**config.mk**
```make
export PLATFORM = sky130hd
export DESIGN_NAME = dcache_wt
export DESIGN_NICKNAME = d
export VERILOG_FILES = /design/src/rtl/dcache_wt_pkg.sv /design/src/rtl/dcache_wt_lines.sv /design/src/rtl/dcache_wt.sv
export SDC_FILE = /design/constraint.sdc
export NUM_CORES = 1
export LEC_CHECK = 0
export CAP_MARGIN = 20
export CORE_AREA = 2 2 300 302
export CTS_CLUSTER_DIAMETER = 30
export DETAILED_ROUTE_END_ITERATION = 7
export DIE_AREA = 0 0 302 304
export DONT_BUFFER_PORTS = 1
export HOLD_SLACK_MARGIN = 0.15
export PLACE_DENSITY = 0.62
export SYNTH_ARGS = -nofsm -noshare
export SYNTH_HDL_FRONTEND = slang
export SYNTH_HIERARCHICAL = 1
export SYNTH_SLANG_ARGS = --single-unit
```
**constraint.sdc**
```tcl
create_clock -name clock -period 14.4 [get_ports clock]
set_clock_uncertainty 0.1 [all_clocks]
set_input_delay 1.44 -clock clock [delete_from_list [all_inputs] [get_ports clock]]
set_output_delay 1.44 -clock clock [all_outputs]
set_load 0.01 [all_outputs]
```
**src/rtl/dcache_wt_pkg.sv**
```systemverilog
// dcache_wt_pkg: shared types and constants for the dcache_wt slice.
//   state_t       : controller states (IDLE / RD_MISS / WR_THRU)
//   LINES_DEFAULT : default number of one-word lines
//   tag_width()   : tag width for a given byte-address width and line count
package dcache_wt_pkg;

  typedef enum logic [1:0] {
    ST_IDLE    = 2'd0,
    ST_RD_MISS = 2'd1,
    ST_WR_THRU = 2'd2
  } state_t;

  localparam int unsigned LINES_DEFAULT = 16;

  function automatic int unsigned tag_width(input int unsigned addr_w,
                                            input int unsigned lines);
    return addr_w - $clog2(lines) - 2;
  endfunction

endpackage

```
**src/rtl/dcache_wt_lines.sv**
```systemverilog
// dcache_lines: valid/tag/data storage for the direct-mapped cache.
//   clock, reset         : clock; synchronous active-low clear of all valid bits
//   rd_idx               : combinational read index
//   rd_valid/tag/data    : contents of line rd_idx
//   we, wr_idx/tag/data  : single synchronous write port (sets valid)
module dcache_lines #(
  parameter int unsigned LINES  = 16,
  parameter int unsigned TAG_W  = 26,
  parameter int unsigned DATA_W = 32,
  parameter int unsigned IDX_W  = $clog2(LINES)
) (
  input  logic              clock,
  input  logic              reset,
  input  logic [IDX_W-1:0]  rd_idx,
  output logic              rd_valid,
  output logic [TAG_W-1:0]  rd_tag,
  output logic [DATA_W-1:0] rd_data,
  input  logic              we,
  input  logic [IDX_W-1:0]  wr_idx,
  input  logic [TAG_W-1:0]  wr_tag,
  input  logic [DATA_W-1:0] wr_data
);

  logic [LINES-1:0]  valid;
  logic [TAG_W-1:0]  tag_arr  [LINES];
  logic [DATA_W-1:0] data_arr [LINES];

  always_ff @(posedge clock) begin
    if (!reset) begin
      valid <= '0;
    end else if (we) begin
      valid[wr_idx] <= 1'b1;
    end
  end

  always_ff @(posedge clock) begin
    if (reset && we) begin
      tag_arr[wr_idx]  <= wr_tag;
      data_arr[wr_idx] <= wr_data;
    end
  end

  assign rd_valid = valid[rd_idx];
  assign rd_tag   = tag_arr[rd_idx];
  assign rd_data  = data_arr[rd_idx];

endmodule

```
**src/rtl/dcache_wt.sv**
```systemverilog
// dcache_wt: direct-mapped, write-through, no-write-allocate data cache
// between the CPU MEM stage and a multi-cycle backing memory.
//   clock, reset (sync, active-low)
//   cpu_rd, cpu_wr, cpu_addr, cpu_wdata -> cpu_rdata, cpu_stall
//   mem_req, mem_we, mem_addr, mem_wdata -> backing memory; mem_ack, mem_rdata <- it
// Optional: define DCACHE_WBUF_EN for a one-entry posted write buffer.
module dcache_wt
  import dcache_wt_pkg::*;
#(
  parameter int unsigned LINES  = LINES_DEFAULT,
  parameter int unsigned ADDR_W = 32,
  parameter int unsigned DATA_W = 32
) (
  input  logic              clock,
  input  logic              reset,
  input  logic              cpu_rd,
  input  logic              cpu_wr,
  input  logic [ADDR_W-1:0] cpu_addr,
  input  logic [DATA_W-1:0] cpu_wdata,
  output logic [DATA_W-1:0] cpu_rdata,
  output logic              cpu_stall,
  output logic              mem_req,
  output logic              mem_we,
  output logic [ADDR_W-1:0] mem_addr,
  output logic [DATA_W-1:0] mem_wdata,
  input  logic              mem_ack,
  input  logic [DATA_W-1:0] mem_rdata
);

  localparam int unsigned IDX_W = $clog2(LINES);
  localparam int unsigned TAG_W = tag_width(ADDR_W, LINES);

  state_t state, state_nx;
  logic [ADDR_W-3:0] lat_word;
  logic [DATA_W-1:0] lat_wdata;
  logic              capture;

  logic [IDX_W-1:0] cpu_idx;
  logic [TAG_W-1:0] cpu_tag;
  logic             unused_addr_lsbs;
  assign cpu_idx          = cpu_addr[IDX_W+1:2];
  assign cpu_tag          = cpu_addr[ADDR_W-1:IDX_W+2];
  assign unused_addr_lsbs = ^cpu_addr[1:0];

  logic [IDX_W-1:0] lat_idx;
  logic [TAG_W-1:0] lat_tag;
  assign lat_idx = lat_word[IDX_W-1:0];
  assign lat_tag = lat_word[ADDR_W-3:IDX_W];

  logic              line_valid;
  logic [TAG_W-1:0]  line_tag;
  logic [DATA_W-1:0] line_data;
  logic              hit;
  logic              arr_we;
  logic [IDX_W-1:0]  arr_idx;
  logic [TAG_W-1:0]  arr_tag;
  logic [DATA_W-1:0] arr_data;

  dcache_lines #(
    .LINES (LINES),
    .TAG_W (TAG_W),
    .DATA_W(DATA_W)
  ) u_lines (
    .clock   (clock),
    .reset   (reset),
    .rd_idx  (cpu_idx),
    .rd_valid(line_valid),
    .rd_tag  (line_tag),
    .rd_data (line_data),
    .we      (arr_we),
    .wr_idx  (arr_idx),
    .wr_tag  (arr_tag),
    .wr_data (arr_data)
  );

  assign hit = line_valid && (line_tag == cpu_tag);

`ifndef DCACHE_WBUF_EN
  // Set for the one cycle after a write-through ack so the still-asserted
  // store is seen as retired rather than issued again.
  logic done;
  always_ff @(posedge clock) begin
    if (!reset) done <= 1'b0;
    else        done <= (state == ST_WR_THRU) && mem_ack;
  end
`endif

  always_comb begin
    state_nx  = state;
    cpu_stall = 1'b0;
    cpu_rdata = '0;
    capture   = 1'b0;
    arr_we    = 1'b0;
    arr_idx   = cpu_idx;
    arr_tag   = cpu_tag;
    arr_data  = cpu_wdata;
    case (state)
      ST_IDLE: begin
        if (cpu_wr) begin
`ifdef DCACHE_WBUF_EN
          // Buffer is empty in IDLE: post the store without stalling.
          capture  = 1'b1;
          arr_we   = hit;
          state_nx = ST_WR_THRU;
`else
          if (!done) begin
            cpu_stall = 1'b1;
            capture   = 1'b1;
            arr_we    = hit;
            state_nx  = ST_WR_THRU;
          end
`endif
        end else if (cpu_rd) begin
          if (hit) begin
            cpu_rdata = line_data;
          end else begin
            cpu_stall = 1'b1;
            capture   = 1'b1;
            state_nx  = ST_RD_MISS;
          end
        end
      end
      ST_RD_MISS: begin
        cpu_stall = 1'b1;
        if (mem_ack) begin
          arr_we   = 1'b1;
          arr_idx  = lat_idx;
          arr_tag  = lat_tag;
          arr_data = mem_rdata;
          state_nx = ST_IDLE;
        end
      end
      ST_WR_THRU: begin
`ifdef DCACHE_WBUF_EN
        // WR_THRU doubles as "buffer draining"; read hits proceed, while a
        // second store or a read miss waits for the drain to finish first.
        if (cpu_wr) begin
          cpu_stall = 1'b1;
        end else if (cpu_rd) begin
          if (hit) cpu_rdata = line_data;
          else     cpu_stall = 1'b1;
        end
`else
        cpu_stall = 1'b1;
`endif
        if (mem_ack) state_nx = ST_IDLE;
      end
      default: state_nx = ST_IDLE;
    endcase
  end

  always_ff @(posedge clock) begin
    if (!reset) begin
      state     <= ST_IDLE;
      lat_word  <= '0;
      lat_wdata <= '0;
    end else begin
      state <= state_nx;
      if (capture) begin
        lat_word  <= cpu_addr[ADDR_W-1:2];
        lat_wdata <= cpu_wdata;
      end
    end
  end

  assign mem_req   = (state != ST_IDLE);
  assign mem_we    = (state == ST_WR_THRU);
  assign mem_addr  = mem_req ? {lat_word, 2'b00} : '0;
  assign mem_wdata = mem_we ? lat_wdata : '0;

endmodule

```
---- Word-level counts from Yosys, hierarchy flattened ----
Memories as Yosys holds them, arrays and structs flattened.
Index checks and enable logic that the tools add are counted.
word-level totals
  register bits ........................... 81
  RAM bits ................................ 928
  output and inout bits ................... 99
  word-level logic and storage cells ...... 60
  memories kept ........................... 2
operators by class
  order comparisons ....................... 3
  eq/ne operators ......................... 7
  mux-type cells .......................... 34
  bitwise operators ....................... 1
  reduce and logical (&&, ||, !) cells .... 8
memories
  memory            depth  bits a word  read ports  clocked after Yosys merged registers in  wr ports  line                   text
  u_lines.data_arr  16     32           1           0                                        1         dcache_wt_lines.sv:26  logic [DATA_W-1:0] data_arr [LINES];
  u_lines.tag_arr   16     26           1           0                                        1         dcache_wt_lines.sv:25  logic [TAG_W-1:0] tag_arr [LINES];
operators by type and width
  cell                                                                      number
  32-bit two-way mux                                                        8
  26-bit two-way mux                                                        2
  26-bit == test                                                            1
  16-bit bitwise OR                                                         1
  1-bit two-way mux                                                         12
  4-bit by 5-bit < comparator with 1-bit output (second input constant)     2
  2-bit two-way mux                                                         5
  3-bit inequality test (second input constant)                             3
  4-bit two-way mux                                                         2
  1-bit binary-select mux with 4-bit select                                 1
  1-bit demux with 4-bit select                                             1
  4-bit by 1-bit >= comparator with 1-bit output (second input constant)    1
  1-bit logical AND                                                         4
  1-bit case mux with 2 select lines                                        2
  2-bit case mux with 2 select lines                                        1
  4-bit AND reduction                                                       1
  2-bit by 1-bit == test with 1-bit output (second input constant)          1
  2-bit == test (second input constant)                                     1
  2-bit zero test                                                           1
  2-bit by 1-bit inequality test with 1-bit output (second input constant)  1
  2-bit nonzero test                                                        1
  2-bit OR reduction                                                        1

---- Depth between registers and ports, before layout ----
Gate-level depths: netlist of run 1.
  depth after elaboration ................. 9
  gate-level depth with buffers ........... 14
  mapped depth without buffers ............ 11

---- Hierarchy ----
Netlist of run 1, hierarchy kept.
by module, submodules not included
  module        times used  cells each  area each (µm²)  seq. area each (µm²)
  dcache_lines  1           1,481       35,252.6         28,187.0
  dcache_wt     1           507         4,389.2          1,301.2

---- Worst setup path before layout of run 1 ----
No wires, ideal clock.
  kind .................................... input to register
  from .................................... in cpu_addr[2]
  to ...................................... mem u_lines.data_arr[3][0] (enable)
  setup time .............................. 0.548 ns
  arrival ................................. 7.990 ns
  required time ........................... 13.752 ns
  slack ................................... 5.762 ns
  stages .................................. 12
  cells stage by stage .................... buf_4 -> buf_2 -> mux4_2 -> a22oi_1 -> nand2_1 -> xnor2_1 -> nand4_1 -> nor4_4 -> nand2_1 -> o31ai_1 -> nand4_1 -> nor3_1
between the ends
  cells in the longest elaborated chain, start to end .. 9
  elaborated cells between the ends (all ways) .. 13
  those cells by class .................... eq/ne: 1; mux: 9; reduce/logical: 2; memory: 1
RTL lines
  what                                     line                   text
  from (decl)                              dcache_wt.sv:18        input logic [ADDR_W-1:0] cpu_addr,
  memory 16 x 26 bit                       --
  via line_tag[15]                         dcache_wt.sv:51        logic [TAG_W-1:0] line_tag;
  26-bit == test                           dcache_wt.sv:76        assign hit = line_valid && (line_tag == cpu_tag);
  1-bit logical AND                        dcache_wt.sv:76
  1-bit two-way mux                        dcache_wt.sv:106       if (!done) begin
  1-bit two-way mux                        dcache_wt.sv:99        if (cpu_wr) begin
  1-bit case mux with 2 select lines       dcache_wt.sv:97        case (state)
  via arr_we                               dcache_wt.sv:54        logic arr_we;
  1-bit logical AND                        dcache_wt_lines.sv:37  if (reset && we) begin
  1-bit two-way mux                        dcache_wt_lines.sv:37
  1-bit two-way mux (implied by the code)  dcache_wt_lines.sv:39  data_arr[wr_idx] <= wr_data;
  to (decl)                                dcache_wt_lines.sv:26
The timed path passes the listed nets, and every way through them passes these cells. The select of a mux whose other input is x is not followed.

---- Worst setup path in the final report of run 1 ----
  from .................................... in cpu_addr[5]
  to ...................................... out cpu_rdata[1]
between the ends
  cells in the longest elaborated chain, start to end .. 7
  elaborated cells between the ends (all ways) .. 10
  those cells by class .................... eq/ne: 1; mux: 6; reduce/logical: 1; memory: 2
RTL lines
  what                line              text
  memory 16 x 26 bit  --
  via line_tag[18]    dcache_wt.sv:51
  26-bit == test      dcache_wt.sv:76
  1-bit logical AND   dcache_wt.sv:76
  32-bit two-way mux  dcache_wt.sv:114  if (hit) begin
  32-bit two-way mux  dcache_wt.sv:113  end else if (cpu_rd) begin
  32-bit two-way mux  dcache_wt.sv:99
  32-bit two-way mux  dcache_wt.sv:97
  to (decl)           dcache_wt.sv:20   output logic [DATA_W-1:0] cpu_rdata,
The timed path passes the listed nets, and every way through them passes these cells. The select of a mux whose other input is x is not followed.

==> impl_metrics.csv, run 1 <==
group,metric,value,unit
sta,maxSlewViolCount,0,
clock_tree,path_clk_slew,0.05,ns
yosys,synth_area_per_cell,19.94,um^2
clock_tree,cts_made_buffers,185,
floorplan,die_w,302,um
sta,setup_violations,0,
floorplan,core-area,89050,um^2
clock_tree,post_cts_buffers,0,
placement,placed_area,40950,um^2
route,via_count,19900,
pwr,seq_power_share,41.5,%
route,firstDrtPassIters,5,
cells_and_area,final_area,47250,um^2
sta,rsz0062_at_grt,"no",
route,ant_nets,0,
setup_path,path_max_fanout,35,
clock_tree,cts_sinks,1009,
clock_tree,clock_latency,0.76,ns
pwr,irDropWorstVdd,0.1284,mV
pwr,power_density,169.2,nW/um^2
yosys,synth_top_cell_by_area,"edfxtp_1",
sta,fmax,139.2,MHz
yosys,synth_area_leaders,"edfxtp_1, mux4_2, dfxtp_1",
setup_path,end_kind,"output pin",
floorplan,ios,200,
global_routing,grt_pass1_wl,138100,um
setup_path,arrival,5.65,ns
route,via_per_inst,5.804,
global_routing,grt_use_total,20.81,%
yosys,ys_types,40,
cells_and_area,layout.cells.most_common,"edfxtp_1",
cells_and_area,drive_gt1_share,29.07,%
clock_tree,cts_max_path_buffers,3,
setup_path,crit_required,12.86,ns
yosys,yosys_warnings,6,
sta,finalHoldViolCount,0,
global_routing,grt_max_degree,239,
global_routing,grt_pass1_vias,21100,
cells_and_area,nFillCells,6841,
route,first_iter_violations,2030,
placement,port_buffers,0,
yosys,netlist.area_leader.share,70.30,%
cells_and_area,fin_nets,2199,
run_status,status,"finished clean",
floorplan,initial_core_util,44.52,%
yosys,synth-seq-area-share,74.39,%
clock_tree,cts_tree,"yes",
floorplan,dieArea,91810,um^2
yosys,syn_inst,1988,
route,wire_per_inst,27.63,um
clock_tree,cts_max_level,4,
placement,gp_congestion,0.7077,
pwr,p_comb_share,4.9,%
flow_run,max_cap_violations,0,
clock_tree,cts_resized,0,
floorplan,fp.dieH,304,um
hold_path,hp-class,"flip-flop to flip-flop",
route,drt_wl_total,94730,um
cells_and_area,most-common-layout-cells,"edfxtp_1, mux4_2, clkbuf_16, nand2_1, a22oi_1",
pwr,internal-power,6.287,mW
floorplan,rows,110,
sta,slew_headroom,28.31,%
placement,dpl.hpwl,47840,um
cells_and_area,area_delta_synth_final,19.18,%
pwr,swShare,21.37,%
pwr,switchingPower,1.709,mW
sta,max_slew.worst_pin.slew,1.075,ns
setup_path,criticalPathCategory,"primary input to output pin",
global_routing,grt_overflow,0,
clock_tree,holdBufCountCts,0,
yosys,netlist_area,39640,um^2
sta,setup_tns,0,ns
setup_path,start_kind,"primary input",
sta,min_period,7.185,ns
route,remaining_drc_errors,0,
yosys,ys_seq_elements,1009,
clock_tree,root_buffer,"clkbuf_16",
pwr,p_leak,15.70,nW
pwr,power_frac_clock,53.6,%
global_routing,antenna_found_initial,6,
sta,finalCritPeriodShare,49.90,%
sequential cells by signal (all words and copies together), names as in the netlist:
signal / cells
u_lines/valid: 16
u_lines/tag_arr: 416
state: 2
u_lines/data_arr: 512
done: 1
lat_wdata: 32
lat_word: 30
worst paths after layout:
path,startpoint,endpoint,cells past startpoint,slack (ns)
worst max-delay path,cpu_addr[5],cpu_rdata[1],9,7.21
worst min-delay path,u_lines/valid[9],u_lines/valid[9],1,0.34
worst max register to register,u_lines/tag_arr[3][1],u_lines/data_arr[9][15],11,8.55
worst min register to register,u_lines/valid[9],u_lines/valid[9],1,0.34
metrics by stage:
step | total power, mW | worst slack, ns | hold WS [ns] | utilization (%) | std cells
3_3_place_gp | 3.750 | 6.764 | 0.3271 | 45.97 | 3082
6_report | 7.995 | 7.215 | 0.3439 | 53.06 | 3428
2_1_floorplan | 3.689 | 5.762 | 0.3211 | - | 1989
4_1_cts | 8.052 | 7.097 | 0.3467 | 53.05 | 3426
3_5_place_dp | 3.770 | 6.669 | 0.3360 | 45.98 | 3083
5_1_grt | 8.220 | 6.980 | 0.3548 | 53.05 | 3427
routing by layer:
| layer | GRT usage (%) | wire length [um] |
|---|---|---|
| met5 | 0 | 46 |
| met4 | 6.551 | 1977 |
| met3 | 5.240 | 7915 |
| met2 | 32.95 | 46010 |
| met1 | 28.48 | 38780 |
Yosys cell counts:
library cell,instances
nand4bb_1,1
mux2_2,63
dfxtp_1,81
a22oi_1,118
mux4_2,236
a211oi_1,1
o21ai_0,1
buf_6,6
nand4b_1,2
o221a_2,1
nor2b_1,32
a21o_1,16
buf_1,6
and4_2,1
ha_1,4
o21ba_2,1
o31ai_1,1
buf_2,31
nand3_1,1
clkbuf_2,3
mux2i_1,62
nand2_1,188
a21oi_1,1
clkbuf_1,64
and3_1,1
buf_4,3
nor3_1,5
inv_1,4
a22o_1,1
conb_1,1
xnor2_1,26
nand4_1,8
nand2b_1,2
edfxtp_1,928
and2_1,65
a21boi_0,1
nor2_1,14
nor4_1,1
buf_8,6
nor4_4,1
critical path: stages:
cell and delay, ns:
nor2b_4 0.78, buf_4 0.70, a22oi_1 0.19, nand2_1 0.14, xnor2_1 0.21, nand4_1 0.21
nor4_4 0.53, and4_2 1.04, and2_1 0.36
logic make-up (layout without fill, tap and decap cells):
logic type	count (synthesis)	after routing	synth area share (%)
AOI/OAI and AO/OA	142	142	2.695
DFF	1009	1009	74.39
buffers and inverters	123	384	1.584
other	1	4	0.009460
muxes	361	361	16.76
and+or+nand+nor	322	322	3.860
xor gates and xnor gates	26	26	0.5744
adders and majority gates	4	4	0.1263
area by class of cell:
class / instances / area [um^2] / share of cell area (%)
sequential: 1009 / 29490 / 62.41
tap: 1176 / 1471 / 3.114
multi-input combinational: 857 / 9688 / 20.51
clock buffer: 230 / 4954 / 10.48
antenna: 2 / 5.005 / 0.01059
timing repair buffer: 37 / 285.3 / 0.6038
clock inverter: 113 / 1340 / 2.836
inverter: 4 / 15.01 / 0.03178
power groups by stage:
stage	clock, mW	combinational (mW)	sequential, mW
2_1_floorplan	0	0.327	3.36
3_3_place_gp	0	0.379	3.37
3_5_place_dp	0	0.396	3.37
4_1_cts	4.33	0.398	3.32
5_1_grt	4.47	0.425	3.32
6_report	4.28	0.392	3.32
No activity file was read; power rests on OpenSTA's default activity.
==> run 2, diff against run 1 <==
clock period = 6.9 ns   (was 14.4 ns; I/O delays follow)
==> run 2 against run 1 <==
Effect of this change:
- combinational power up 140%
- clock-buffer cell count is 12 lower
- cell count up 5.6%
- first-iteration DRC count shrank 8.1%
- sequential power grew 110%
- clock power rose by 110%
- wire length increased by 1.2%
==> impl_metrics.csv, run 2 (synthesis results as in run 1) <==
group,metric,value,unit
floorplan,fp.dieH,304,um
clock_tree,cts_max_level,4,
floorplan,core-area,89050,um^2
sta,finalHoldViolCount,0,
pwr,irDropWorstVdd,0.2813,mV
clock_tree,post_cts_buffers,0,
clock_tree,holdBufCountCts,176,
sta,slew_headroom,34.72,%
clock_tree,cts_max_path_buffers,3,
setup_path,slowest_delay,1.00,ns
global_routing,grt_pass1_vias,21690,
cells_and_area,fin_nets,2390,
placement,pre_cts_ws,1.162,ns
floorplan,rows,110,
pwr,switchingPower,3.686,mW
pwr,seq_power_share,40.7,%
global_routing,grt_max_degree,239,
clock_tree,root_buffer,"clkbuf_16",
clock_tree,cts_made_buffers,191,
global_routing,grt_use_total,21.04,%
setup_path,crit_chain,"mux4_2 > a22oi_1 > nand2_1 > xnor2_1 > nand4_1 > nor4_4 > and4_2 > and2_1",
clock_tree,cts_tree,"yes",
sta,finalCritPeriodShare,77.81,%
clock_tree,cts_sinks,1009,
route,remaining_drc_errors,0,
clock_tree,path_clk_slew,0.04,ns
sta,min_period,5.369,ns
hold_path,hp-class,"primary input to flip-flop",
pwr,swShare,21.65,%
floorplan,dieArea,91810,um^2
cells_and_area,regMostFlops,"u_lines/data_arr",
clock_tree,clock_latency,0.75,ns
pwr,power_density,344.6,nW/um^2
setup_path,start_kind,"primary input",
sta,setup_violations,0,
setup_path,criticalPathCategory,"primary input to output pin",
setup_path,cp_slowest_cell,"and4_2",
placement,dpl.hpwl,48820,um
global_routing,grt_overflow,0,
route,drt_wl_total,95820,um
global_routing,grt_pass1_wl,140500,um
cells_and_area,area_delta_synth_final,24.63,%
placement,port_buffers,0,
setup_path,path_max_fanout,238,
cells_and_area,reg_top3,"u_lines/data_arr x512, u_lines/tag_arr x416, lat_wdata x32",
setup_path,crit_required,6.11,ns
sta,setup_tns,0,ns
setup_path,end_kind,"output pin",
sta,maxSlewViolCount,0,
sta,fmax,186.3,MHz
route,first_iter_violations,1866,
flow_run,max_cap_violations,0,
sta,fin_ws,1.531,ns
cells_and_area,drive_gt1_share,27.83,%
clock_tree,cts_resized,0,
cells_and_area,multi_input_area,9713,um^2
cells_and_area,most-common-layout-cells,"edfxtp_1, mux4_2, clkbuf_16, nand2_1, dlygate4sd3_1",
cells_and_area,largest_register_ffs,512,
pwr,p_leak,16.64,nW
setup_path,arrival,4.58,ns
floorplan,ios,200,
cells_and_area,final_area,49400,um^2
cells_and_area,seq_area,29490,um^2
placement,placed_area,41180,um^2
pwr,power_frac_clock,53.6,%
floorplan,initial_core_util,44.52,%
route,via_per_inst,5.713,
floorplan,die_w,302,um
route,via_count,20690,
sta,rsz0062_at_grt,"no",
pwr,internal-power,13.34,mW
pwr,p_comb_share,5.6,%
route,ant_nets,0,
route,wire_per_inst,26.46,um
placement,gp_congestion,0.7314,
cells_and_area,layout.cells.most_common,"edfxtp_1",
sta,max_slew.worst_pin.slew,0.9792,ns
cells_and_area,nFillCells,6615,
global_routing,antenna_found_initial,9,
sta,holdWs,0.2125,ns
run_status,status,"finished clean",
route,firstDrtPassIters,5,
[run 2: per-stage QoR]
| step | util, % | total power, mW | std cells |
|---|---|---|---|
| 3_5_place_dp | 46.25 | 7.871 | 3092 |
| 5_1_grt | 55.47 | 17.51 | 3619 |
| 3_3_place_gp | 46.25 | 7.832 | 3092 |
| 6_report | 55.48 | 17.02 | 3621 |
| 4_1_cts | 55.47 | 17.13 | 3619 |
| 2_1_floorplan | - | 7.700 | 1989 |
[run 2: metal layers]
layer  share of wire, %  track usage [%]  vias to the layer above
li1                   -                -                     8729
met5              0.070                0                        -
met4                2.1            6.482                       10
met1                 41            28.57                    10980
met3                8.0            5.483                      170
met2                 49            33.48                      800
[run 2: final cells by class]
type,instances,share of cell area (%)
tap,1176,2.978
clock inverter,133,2.994
clock buffer,218,10.05
multi-input combinational,857,19.66
antenna,2,0.01013
timing repair buffer,222,4.589
sequential,1009,59.69
inverter,4,0.03039
[run 2: power groups by stage]
| stage | logic [mW] | clock network [mW] | registers (mW) |
|---|---|---|---|
| 4_1_cts | 0.958 | 9.24 | 6.93 |
| 6_report | 0.960 | 9.13 | 6.93 |
| 2_1_floorplan | 0.684 | 0 | 7.02 |
| 3_3_place_gp | 0.796 | 0 | 7.04 |
| 3_5_place_dp | 0.830 | 0 | 7.04 |
| 5_1_grt | 1.04 | 9.54 | 6.93 |
[run 2: worst max-delay path, delay by kind of cell]
kind	cells	cell delay, ns
xor gates and xnor gates	1	0.33
muxes	1	0.69
and+or+nand+nor	5	2.33
AOI/OAI and AO/OA	1	0.20
[run 2: worst paths after layout]
check	from	end	slack, ns	depth (start not counted)
setup / recovery	cpu_addr[2]	cpu_rdata[1]	1.53	8
setup reg to reg	u_lines/tag_arr[3][12]	u_lines/data_arr[11][0]	1.89	11
hold / removal	cpu_wr	state[1]	0.21	3
hold reg to reg	u_lines/valid[15]	u_lines/valid[15]	0.35	1
